[src/rtl/imul_ctrl_if.sv]
// Stream handshakes between the multiplier controller and its producer/consumer.
// The master side drives the stream into the controller and accepts the product.
interface imul_ctrl_if;
    logic istream_val;
    logic istream_rdy;
    logic ostream_val;
    logic ostream_rdy;

    modport master (
        output istream_val,
        output ostream_rdy,
        input  istream_rdy,
        input  ostream_val
    );

    modport slave (
        input  istream_val,
        input  ostream_rdy,
        output istream_rdy,
        output ostream_val
    );
endinterface

[src/rtl/imul_ctrl.sv]
// Controller for the iterative shift-add multiplier: one load cycle, NBITS
// add/shift iterations, then hold the product until the consumer takes it.
module imul_ctrl #(
    parameter int NBITS = 32
) (
    input  logic        clk,
    input  logic        rst,
    imul_ctrl_if.slave  strm,
    input  logic        b_lsb,
    output logic        b_mux_sel,
    output logic        a_mux_sel,
    output logic        r_mux_sel,
    output logic        add_mux_sel,
    output logic        r_en,
    output logic        state_done,
    output logic        busy
);
    localparam int CW = (NBITS > 1) ? $clog2(NBITS) : 1;
    localparam logic [CW-1:0] LAST = CW'(NBITS - 1);

    typedef enum logic [1:0] {
        IDLE = 2'd0,
        CALC = 2'd1,
        DONE = 2'd2
    } state_t;

    state_t        state_q, state_d;
    logic [CW-1:0] cnt_q, cnt_d;
    logic          istream_rdy;
    logic          ostream_val;

    always_ff @(posedge clk or negedge rst) begin
        if (!rst) begin
            state_q <= IDLE;
            cnt_q   <= '0;
        end else begin
            state_q <= state_d;
            cnt_q   <= cnt_d;
        end
    end

    // Everything except add_mux_sel decodes from the state register alone.
    always_comb begin
        state_d     = state_q;
        cnt_d       = cnt_q;
        istream_rdy = 1'b0;
        ostream_val = 1'b0;
        b_mux_sel   = 1'b1;
        a_mux_sel   = 1'b1;
        r_mux_sel   = 1'b1;
        add_mux_sel = 1'b0;
        r_en        = 1'b0;
        state_done  = 1'b0;
        busy        = 1'b0;
        case (state_q)
            IDLE: begin
                istream_rdy = 1'b1;
                b_mux_sel   = 1'b0;
                a_mux_sel   = 1'b0;
                r_mux_sel   = 1'b0;
                r_en        = 1'b1;
                if (strm.istream_val) begin
                    state_d = CALC;
                    cnt_d   = '0;
                end
            end
            CALC: begin
                r_en        = 1'b1;
                add_mux_sel = b_lsb;
                busy        = 1'b1;
                if (cnt_q == LAST) begin
                    state_d = DONE;
                    cnt_d   = '0;
                end else begin
                    cnt_d = cnt_q + CW'(1);
                end
            end
            DONE: begin
                ostream_val = 1'b1;
                state_done  = 1'b1;
                busy        = 1'b1;
                if (strm.ostream_rdy) begin
                    state_d = IDLE;
                end
            end
            default: begin
                state_d    = IDLE;
                cnt_d      = '0;
                state_done = 1'b1;
            end
        endcase
    end

    assign strm.istream_rdy = istream_rdy;
    assign strm.ostream_val = ostream_val;
endmodule

[src/flat_wrapper.sv]
// flat-port wrapper written by rule: the top's interface ports become plain ports
module imul_ctrl_flat 
#(
    parameter int NBITS = 32
)
  (clk, rst, b_lsb, b_mux_sel, a_mux_sel, r_mux_sel, add_mux_sel, r_en, state_done, busy, strm_istream_val, strm_ostream_rdy, strm_istream_rdy, strm_ostream_val);
  imul_ctrl_if strm_i ();
  input  logic clk;
  input  logic rst;
  input  logic b_lsb;
  output logic b_mux_sel;
  output logic a_mux_sel;
  output logic r_mux_sel;
  output logic add_mux_sel;
  output logic r_en;
  output logic state_done;
  output logic busy;
  input wire logic [$bits(strm_i.istream_val)-1:0] strm_istream_val;
  input wire logic [$bits(strm_i.ostream_rdy)-1:0] strm_ostream_rdy;
  output wire logic [$bits(strm_i.istream_rdy)-1:0] strm_istream_rdy;
  output wire logic [$bits(strm_i.ostream_val)-1:0] strm_ostream_val;
  assign strm_i.istream_val = strm_istream_val;
  assign strm_i.ostream_rdy = strm_ostream_rdy;
  assign strm_istream_rdy = strm_i.istream_rdy;
  assign strm_ostream_val = strm_i.ostream_val;
  imul_ctrl #(.NBITS(NBITS)) u_core (.clk(clk), .rst(rst), .strm(strm_i), .b_lsb(b_lsb), .b_mux_sel(b_mux_sel), .a_mux_sel(a_mux_sel), .r_mux_sel(r_mux_sel), .add_mux_sel(add_mux_sel), .r_en(r_en), .state_done(state_done), .busy(busy));
endmodule
[config.mk]
export PLATFORM = sky130hd
export DESIGN_NAME = imul_ctrl_flat
export DESIGN_NICKNAME = d
export VERILOG_FILES = /design/src/rtl/imul_ctrl_if.sv /design/src/rtl/imul_ctrl.sv /design/src/flat_wrapper.sv
export SDC_FILE = /design/constraint.sdc
export NUM_CORES = 1
export LEC_CHECK = 0
export ABC_AREA = 0
export BUFFER_PORTS_ARGS = -buffer_cell sky130_fd_sc_hd__buf_2
export CELL_PAD_IN_SITES_DETAIL_PLACEMENT = 0
export CELL_PAD_IN_SITES_GLOBAL_PLACEMENT = 1
export CORE_MARGIN = 5
export CORE_UTILIZATION = 35
export DETAILED_ROUTE_END_ITERATION = 7
export PLACE_DENSITY_LB_ADDON = 0.1
export RECOVER_POWER = 50
export SLEW_MARGIN = 0
export SYNTH_ARGS = -nofsm -noshare
export SYNTH_HDL_FRONTEND = slang
export SYNTH_SLANG_ARGS = --single-unit
[constraint.sdc]
create_clock -name clk -period 2 [get_ports clk]
set_clock_uncertainty 0.05 [all_clocks]
set_input_delay 0.4 -clock clk [delete_from_list [all_inputs] [get_ports clk]]
set_output_delay 0.4 -clock clk [all_outputs]
set_load 0.02 [all_outputs]
==> metrics.txt, run 1 <==
f_max=~530 MHz; vias in the first global route=397; RSZ-0062 raised after global routing=true; setup slack at placement=roughly 0.10 ns; Total Nets Final=80; Worst Tran Pin Value=0.414 ns; P_sw=between 300 and 400 uW; max cap viols=0; register area share after synthesis=0.373; first-pass GRT wire length=about 1600 um; Reg area=175 um2; RD Place Congestion=0.672; placed insts=78; Worst Path Arrival=2.01 ns; outcome=complete, no violations; Port Buf Inserts=13; final period utilization=0.949; Wirelength per Cell=11.3 um; ANT cells=0; Worst slew margin=0.724; Syn Std Cell Area=469 um2; H-tree depth=1; footprint of the multi-input gates=approximately 260 um2; Detailed Place HPWL=just under 800 um; via count=387; Total Wirelength=around 940 um; most common cell after layout, fill and taps aside=buf_2; Finish-stage setup viols=0; post-route ant nets=0; worst setup margin=0.102 ns; share of cells above drive strength 1=0.309; Pwr Total=769 uW; HP Class=reg -> reg; Max VDD drop=0.433 mV; Core Area=approximately 1300 um2; CTS tree=built; largest net degree at the start of global routing=9; Final Hold Fails=0; GRT Resource Usage Total=0.105; CTS buffer count=3; Chip Height=about 47 um; final std cells w/o fill=83; FP Rows=13; clk slew on worst S/H paths=approximately 0.05 ns; later-pin clock latency in the skew report=0.25 ns; clk buf depth=2; minimum clock period after layout=1.90 ns; Synth cell types=24; Crit Path Max Fanout=3; Layout fillers=about 130; Startpoint Class=flop; switching share of total power=0.434; Power Density=1280 nW/um2; most frequent cells in the layout=11 x buf_2, 7 x dfrtp_1, 5 x inv_1, 5 x ha_1; die width=46.6 um; Die Area=roughly 2200 um2; Avg Synthesized Cell Area=about 9.6 um2; Lkg Pwr=0.000303 uW; Synthesized Nets=60; CP Class=reg -> reg; top-level I/O count=14; CTS root buffer=clkbuf_4; GRT overflow=0; initial antenna violation count=0; CP required=between 2 and 2.5 ns; drt pass-1 iters=1; nature of the critical path endpoint=flop; Ys Warns=0; internal power=435 uW; Synth Instances=49; Sink Count=7; Synth Register Bits=7; Area Overhead vs Synth=28.0%; Slew Limit Fails=0; Logic pwr share=0.580; clock group share of total power=0.161; DRC Markers=0; setup TNS=0 ns; via-per-instance ratio=4.66; Sequential Power Share=0.259; effective utilization at floorplan=0.365; DRT iter0 DRCs=0
## worst max-delay path, stage by stage, from the launching register on
cell	delay, ns
dfrtp_1	0.39
ha_1	0.22
and3_1	0.19
ha_1	0.19
and2b_1	0.23
or3b_4	0.40
o22ai_1	0.15
## layer usage
layer | GRT usage | wire, um | up-vias
met5 | 0 | 0 | -
met4 | 0.0497 | 0 | 0
met3 | 0.0352 | 41 | 0
met2 | 0.151 | 431 | 5
met1 | 0.141 | 462 | 174
li1 | - | - | 208
## synthesized netlist by cell type (all sizes together)
cell type | n | share of area
o22ai | 1 | 0.013
a211oi | 1 | 0.016
buf | 3 | 0.043
clkbuf | 1 | 0.011
nor3 | 1 | 0.011
and2 | 1 | 0.013
o31ai | 3 | 0.048
and2b | 1 | 0.016
o32a | 1 | 0.021
inv | 5 | 0.040
nand3 | 1 | 0.011
and3 | 1 | 0.013
o21ai | 5 | 0.053
nand2b | 2 | 0.027
ha | 6 | 0.16
or2 | 1 | 0.013
or3b | 1 | 0.019
nor3b | 2 | 0.032
nor2b | 2 | 0.027
dfrtp | 7 | 0.37
mux2 | 1 | 0.024
nand2 | 2 | 0.016
## sequential cells by signal (all words and copies together), names as in the netlist
register and count:
u_core.state_q 2, u_core.cnt_q 5
## timing repair
item	4_1_cts	5_1_grt
buffers inserted	0	0
endpoints found under the setup margin	0	3
hold endpoints to repair	7	0
gates resized for setup	0	2
hold buffers	1	0
## through the flow
stage | instance area (um2) | hold WS (ns) | utilization
finish | 601 | 0.472 | 0.467
global placement | 566 | 0.195 | 0.440
floorplan | 469 | 0.0544 | -
detailed placement | 566 | 0.193 | 0.440
global route | 601 | 0.506 | 0.467
CTS | 602 | 0.470 | 0.468
## kinds of logic after synthesis
logic type,after synthesis,synth area share
buffers and inverters,9,0.0933
and+or+nand+nor,15,0.197
AOI/OAI and AO/OA,11,0.152
muxes,1,0.0240
DFF,7,0.373
adders and majority gates,6,0.160
## power by group through the flow
stage / Sequential, uW / Clock [uW] / Combinational (uW)
4_1_cts: 198 / 130 / 449
2_1_floorplan: 198 / 0 / 330
3_3_place_gp: 201 / 0 / 447
5_1_grt: 203 / 140 / 493
3_5_place_dp: 200 / 0 / 445
6_report: 199 / 124 / 446
## final timing paths
kind	depth (start not counted)	endpoint	startpoint	slack [ns]
setup / recovery	6	u_core.cnt_q[3]	u_core.cnt_q[1]	0.10
hold / removal	2	u_core.cnt_q[4]	u_core.cnt_q[4]	0.47
setup reg to reg	6	u_core.cnt_q[3]	u_core.cnt_q[1]	0.10
hold reg to reg	2	u_core.cnt_q[4]	u_core.cnt_q[4]	0.47
max in group asynchronous	2	u_core.cnt_q[0]	rst	1.06
min in group asynchronous	2	u_core.cnt_q[2]	rst	0.54
## cell type report
cell class	count	share of cell area
tap	15	0.0313
timing repair buffer	19	0.177
sequential	7	0.292
clock buffer	4	0.0438
inverter	5	0.0313
multi-input combinational	33	0.425
Power figures use the tool's default switching activity.
==> run 2, diff against run 1 <==
- REMOVE_ABC_BUFFERS: not set -> 1
==> run 2 against run 1 <==
  * Sequential power is essentially flat
  * Die area is the same
  * Clock power grew 9%
  * Combinational power shrank 4%
  * Final cell count shrank 2.4%
  * Largest power group unchanged
  * Highest routed layer unchanged
==> metrics.txt, run 2 (synthesis gave the netlist of run 1 again) <==
FF-to-FF setup slack=0.11 ns; Final Hold Fails=0; later-pin clock latency in the skew report=~0.26 ns; Area Overhead vs Synth=23.7%; RSZ-0062 raised after global routing=false; CTS root buffer=clkbuf_4; via-per-instance ratio=4.74; HP Class=reg -> reg; most frequent cells in the layout=11 x buf_2, 7 x dfrtp_1, 5 x inv_1, 5 x ha_1, 5 x clkbuf_1; H-tree depth=1; initial antenna violation count=0; footprint of the multi-input gates=254 um2; minimum clock period after layout=1.89 ns; worst setup margin=0.107 ns; Slew Limit Fails=0; Wirelength per Cell=12.1 um; Worst slew margin=0.723; CTS tree=built; Port Buf Inserts=13; CP Class=reg -> reg; Largest regs=u_core.cnt_q (5), u_core.state_q (2); Worst Tran Pin Value=0.415 ns; vias in the first global route=393; max cap viols=0; largest net degree at the start of global routing=11; Top reg by flops=u_core.cnt_q; Finish-stage setup viols=0; Die Area=2170 um2; ANT cells=0; outcome=complete, no violations; first-pass GRT wire length=1720 um; Lkg Pwr=0.000289 uW; final std cells w/o fill=81; Detailed Place HPWL=798 um; most common cell after layout, fill and taps aside=buf_2; setup slack at placement=0.100 ns; Total Wirelength=between 900 and 1000 um; placed insts=76; top-level I/O count=14; Max VDD drop=0.782 mV; Chip Height=46.6 um; nature of the critical path endpoint=flop; Worst Path Arrival=2.02 ns; setup TNS=0 ns; Largest register FFs=5; GRT Resource Usage Total=0.114; FP Rows=13; via count=around 380; post-route ant nets=0; DRT iter0 DRCs=3; drt pass-1 iters=3; CP required=~2.1 ns; post-route core utilization=0.452; share of cells above drive strength 1=0.273; clk buf depth=2; final period utilization=0.946; Layout fillers=140; die width=around 47 um; clk slew on worst S/H paths=0.06 ns; Sink Count=7; RD Place Congestion=~0.81; Total Nets Final=78; Crit Path Max Fanout=3; CTS buffer count=3; Reg area=between 150 and 200 um2; GRT overflow=0; DRC Markers=0; effective utilization at floorplan=0.365; f_max=528 MHz; Core Area=roughly 1300 um2; Startpoint Class=flop; Power Density=approximately 1300 nW/um2
## run 2: cell type report
| cell class | instances | share of cell area |
|---|---|---|
| Timing Repair Buffer | 17 | 0.151 |
| Multi-Input combinational cell | 33 | 0.438 |
| Clock buffer | 4 | 0.0453 |
| Sequential cell | 7 | 0.302 |
| Inverter | 5 | 0.0323 |
| Tap cell | 15 | 0.0323 |
## run 2: metal layers
metal  share of wire  GRT usage  vias to the layer above
li1                -          -                      205
met1            0.46      0.130                      173
met2            0.50      0.187                        6
met3           0.038     0.0586                        0
met4               0     0.0331                        0
met5               0          0                        -
## run 2: worst max-delay path, cell delays in order, from the launching register on
cell and delay [ns]:
dfrtp_1 0.40, ha_1 0.22, and3_1 0.19, ha_1 0.19, and2b_2 0.23, or3b_1 0.39, o22ai_1 0.14
## run 2: per-stage QoR
step | power, uW | instance area, um2 | hold slack [ns]
after global placement | 655 | 551 | 0.197
after global routing | 830 | 581 | 0.507
after CTS | 789 | 587 | 0.458
after detailed placement | 647 | 551 | 0.201
after floorplan | 494 | 444 | 0.0544
final | 763 | 581 | 0.472
## run 2: final timing paths
path | from | to | depth (start not counted)
worst min register to register | u_core.cnt_q[4] | u_core.cnt_q[4] | 2
worst min-delay path | u_core.cnt_q[4] | u_core.cnt_q[4] | 2
worst max-delay path | u_core.cnt_q[1] | u_core.cnt_q[3] | 6
min in group asynchronous | rst | u_core.cnt_q[2] | 2
worst max register to register | u_core.cnt_q[1] | u_core.cnt_q[3] | 6
max in group asynchronous | rst | u_core.cnt_q[4] | 2
## run 2: power breakdown
| group | switching, uW | internal [uW] | total (uW) |
|---|---|---|---|
| sequential | 23.9 | 176 | 200 |
| combinational | 259 | 169 | 428 |
| clock | 58.8 | 76.6 | 135 |
## run 2: what timing repair did
action                                  4_1_cts  5_1_grt
endpoints found under the setup margin        0        3
setup buffers                                 0        0
resized for setup                             0        2
hold endpoints to repair                      7        0
hold buffers                                  1        0
==> run 3, diff against run 2 <==
- BUFFER_PORTS_ARGS: -buffer_cell sky130_fd_sc_hd__buf_2 -> not set
- CORE_AREA: not set -> 5 5 42 44
- CORE_MARGIN: 5 -> not set
- CORE_UTILIZATION: 35 -> not set
- CTS_CLUSTER_DIAMETER: not set -> 150
- DIE_AREA: not set -> 0 0 47 49
- DONT_BUFFER_PORTS: not set -> 1
==> run 3 against run 2 <==
  * Worst setup slack got worse by 0.032 ns
  * Sequential share of layout area up 1.6 points
  * Design area decreased by 5.2%
  * Critical path type unchanged
==> metrics.txt, run 3 (synthesis gave the netlist of run 1 again) <==
GRT Resource Usage Total=0.0993; Total Nets Final=67; effective utilization at floorplan=0.335; largest net degree at the start of global routing=9; RD Place Congestion=about 0.7; setup slack at placement=0.0121 ns; Wirelength per Cell=13.7 um; post-route ant nets=0; share of cells above drive strength 1=0.255; Final Hold Fails=0; Worst Path Arrival=2.05 ns; CP cell instances=ha_2, and3_1, ha_1, and2b_1, or3b_4, o21ai_1; grt peak-use layer=met2; worst path buffer plus inverter count=0; Slew Limit Fails=0; Total Wirelength=972 um; final period utilization=0.962; minimum clock period after layout=1.92 ns; Worst path slowest cell=or3b_4; nature of the critical path endpoint=flop; post-route core utilization=0.393; Worst Tran Pin Value=between 0.3 and 0.4 ns; Crit Path Max Fanout=4; drt pass-1 iters=4; DRC Markers=0; GRT overflow=0; Port Buf Inserts=0; Finish-stage setup viols=0; Startpoint Class=flop; CTS tree=built; Power Density=1350 nW/um2; Layout fillers=146; ANT cells=0; most common cell after layout, fill and taps aside=dfrtp_1; Largest regs=u_core.cnt_q (5), u_core.state_q (2); FP Rows=14; Reg area=175 um2; Sink Count=7; via-per-instance ratio=between 5 and 6; Chip Height=49 um; cell family with most CP delay=simple AND/OR/NAND/NOR gates; vias in the first global route=385; RSZ-0062 raised after global routing=true; max cap viols=0; CP Class=reg -> reg; f_max=just over 500 MHz; outcome=complete, no violations; top-level I/O count=14; via count=364; Lkg Pwr=0.000252 uW; later-pin clock latency in the skew report=0.25 ns; Largest register FFs=5; DRT iter0 DRCs=5; initial antenna violation count=0; Die Area=approximately 2300 um2; CTS buffer count=3; H-tree depth=1; first-pass GRT wire length=1590 um; clk buf depth=2; Worst slew margin=0.766; HP Class=in -> async; footprint of the multi-input gates=approximately 270 um2; Area Overhead vs Synth=17.3%; met3 Usage GRT=0.0369; Detailed Place HPWL=791 um; Core Area=1400 um2; Max VDD drop=a little over 0.5 mV; CTS root buffer=clkbuf_4; routing usage on met2=0.149; setup TNS=0 ns; worst setup margin=0.0757 ns; CP peak stage delay=0.41 ns; CP required=approximately 2.1 ns; most frequent cells in the layout=7 x dfrtp_1, 4 x inv_1, 4 x buf_4; GR Util met1=0.110; die width=47 um; Top reg by flops=u_core.cnt_q; clk slew on worst S/H paths=0.05 ns
[run 3: cell count changes in the layout (fill, tap and decap cells not counted), moves of 2 or more]
cell,delta
ha_2,+2
ha_1,-2
clkbuf_1,-3
buf_4,+3
buf_2,-11
[run 3: repair_timing]
action | 4_1_cts | 5_1_grt
endpoints found under the setup margin | 1 | 5
pin swaps | 0 | 0
gates resized for setup | 1 | 5
hold buffers | 1 | 0
setup buffers | 0 | 1
hold endpoints to repair | 7 | 0
[run 3: layer usage]
metal / share of wire / up-vias / wire length, um
li1: - / 184 / -
met1: 0.42 / 169 / 408
met2: 0.51 / 7 / 499
met3: 0.037 / 4 / 36
met4: 0.028 / 0 / 27
met5: 0 / - / 0
[run 3: metrics by stage]
step           cell area [um2]  hold WS [ns]  cells  power [uW]
6_report                   551         0.439     71         745
5_1_grt                    551         0.458     71         807
4_1_cts                    531         0.446     70         716
3_5_place_dp               494        0.0547     65         576
3_3_place_gp               494        0.0547     65         563
2_1_floorplan              444        0.0544     45         494
[run 3: layout make-up]
cell class / instances / area share
timing repair buffer: 6 / 0.0795
clock buffer: 4 / 0.0477
sequential: 7 / 0.318
inverter: 5 / 0.0341
multi-input combinational: 33 / 0.484
tap: 16 / 0.0364
[run 3: final timing paths]
check | start | to | slack, ns | cells past startpoint
min | rst | u_core.cnt_q[0] | 0.44 | 1
max reg2reg | u_core.cnt_q[0] | u_core.cnt_q[2] | 0.08 | 6
max | u_core.cnt_q[0] | u_core.cnt_q[2] | 0.08 | 6
max in group asynchronous | rst | u_core.state_q[0] | 1.21 | 1
min reg2reg | u_core.cnt_q[0] | u_core.cnt_q[0] | 0.45 | 1
min in group clk | u_core.cnt_q[0] | u_core.cnt_q[0] | 0.45 | 1
[run 3: worst register-to-register path, stage by stage (launching register included)]
cell	delay (ns)
dfrtp_1	0.40
ha_2	0.21
and3_1	0.19
ha_1	0.21
and2b_1	0.23
or3b_4	0.41
o21ai_1	0.15
[run 3: where the power goes]
| group | internal, uW | switching (uW) |
|---|---|---|
| combinational | 158 | 255 |
| clock | 76.2 | 53.1 |
| sequential | 176 | 26.3 |
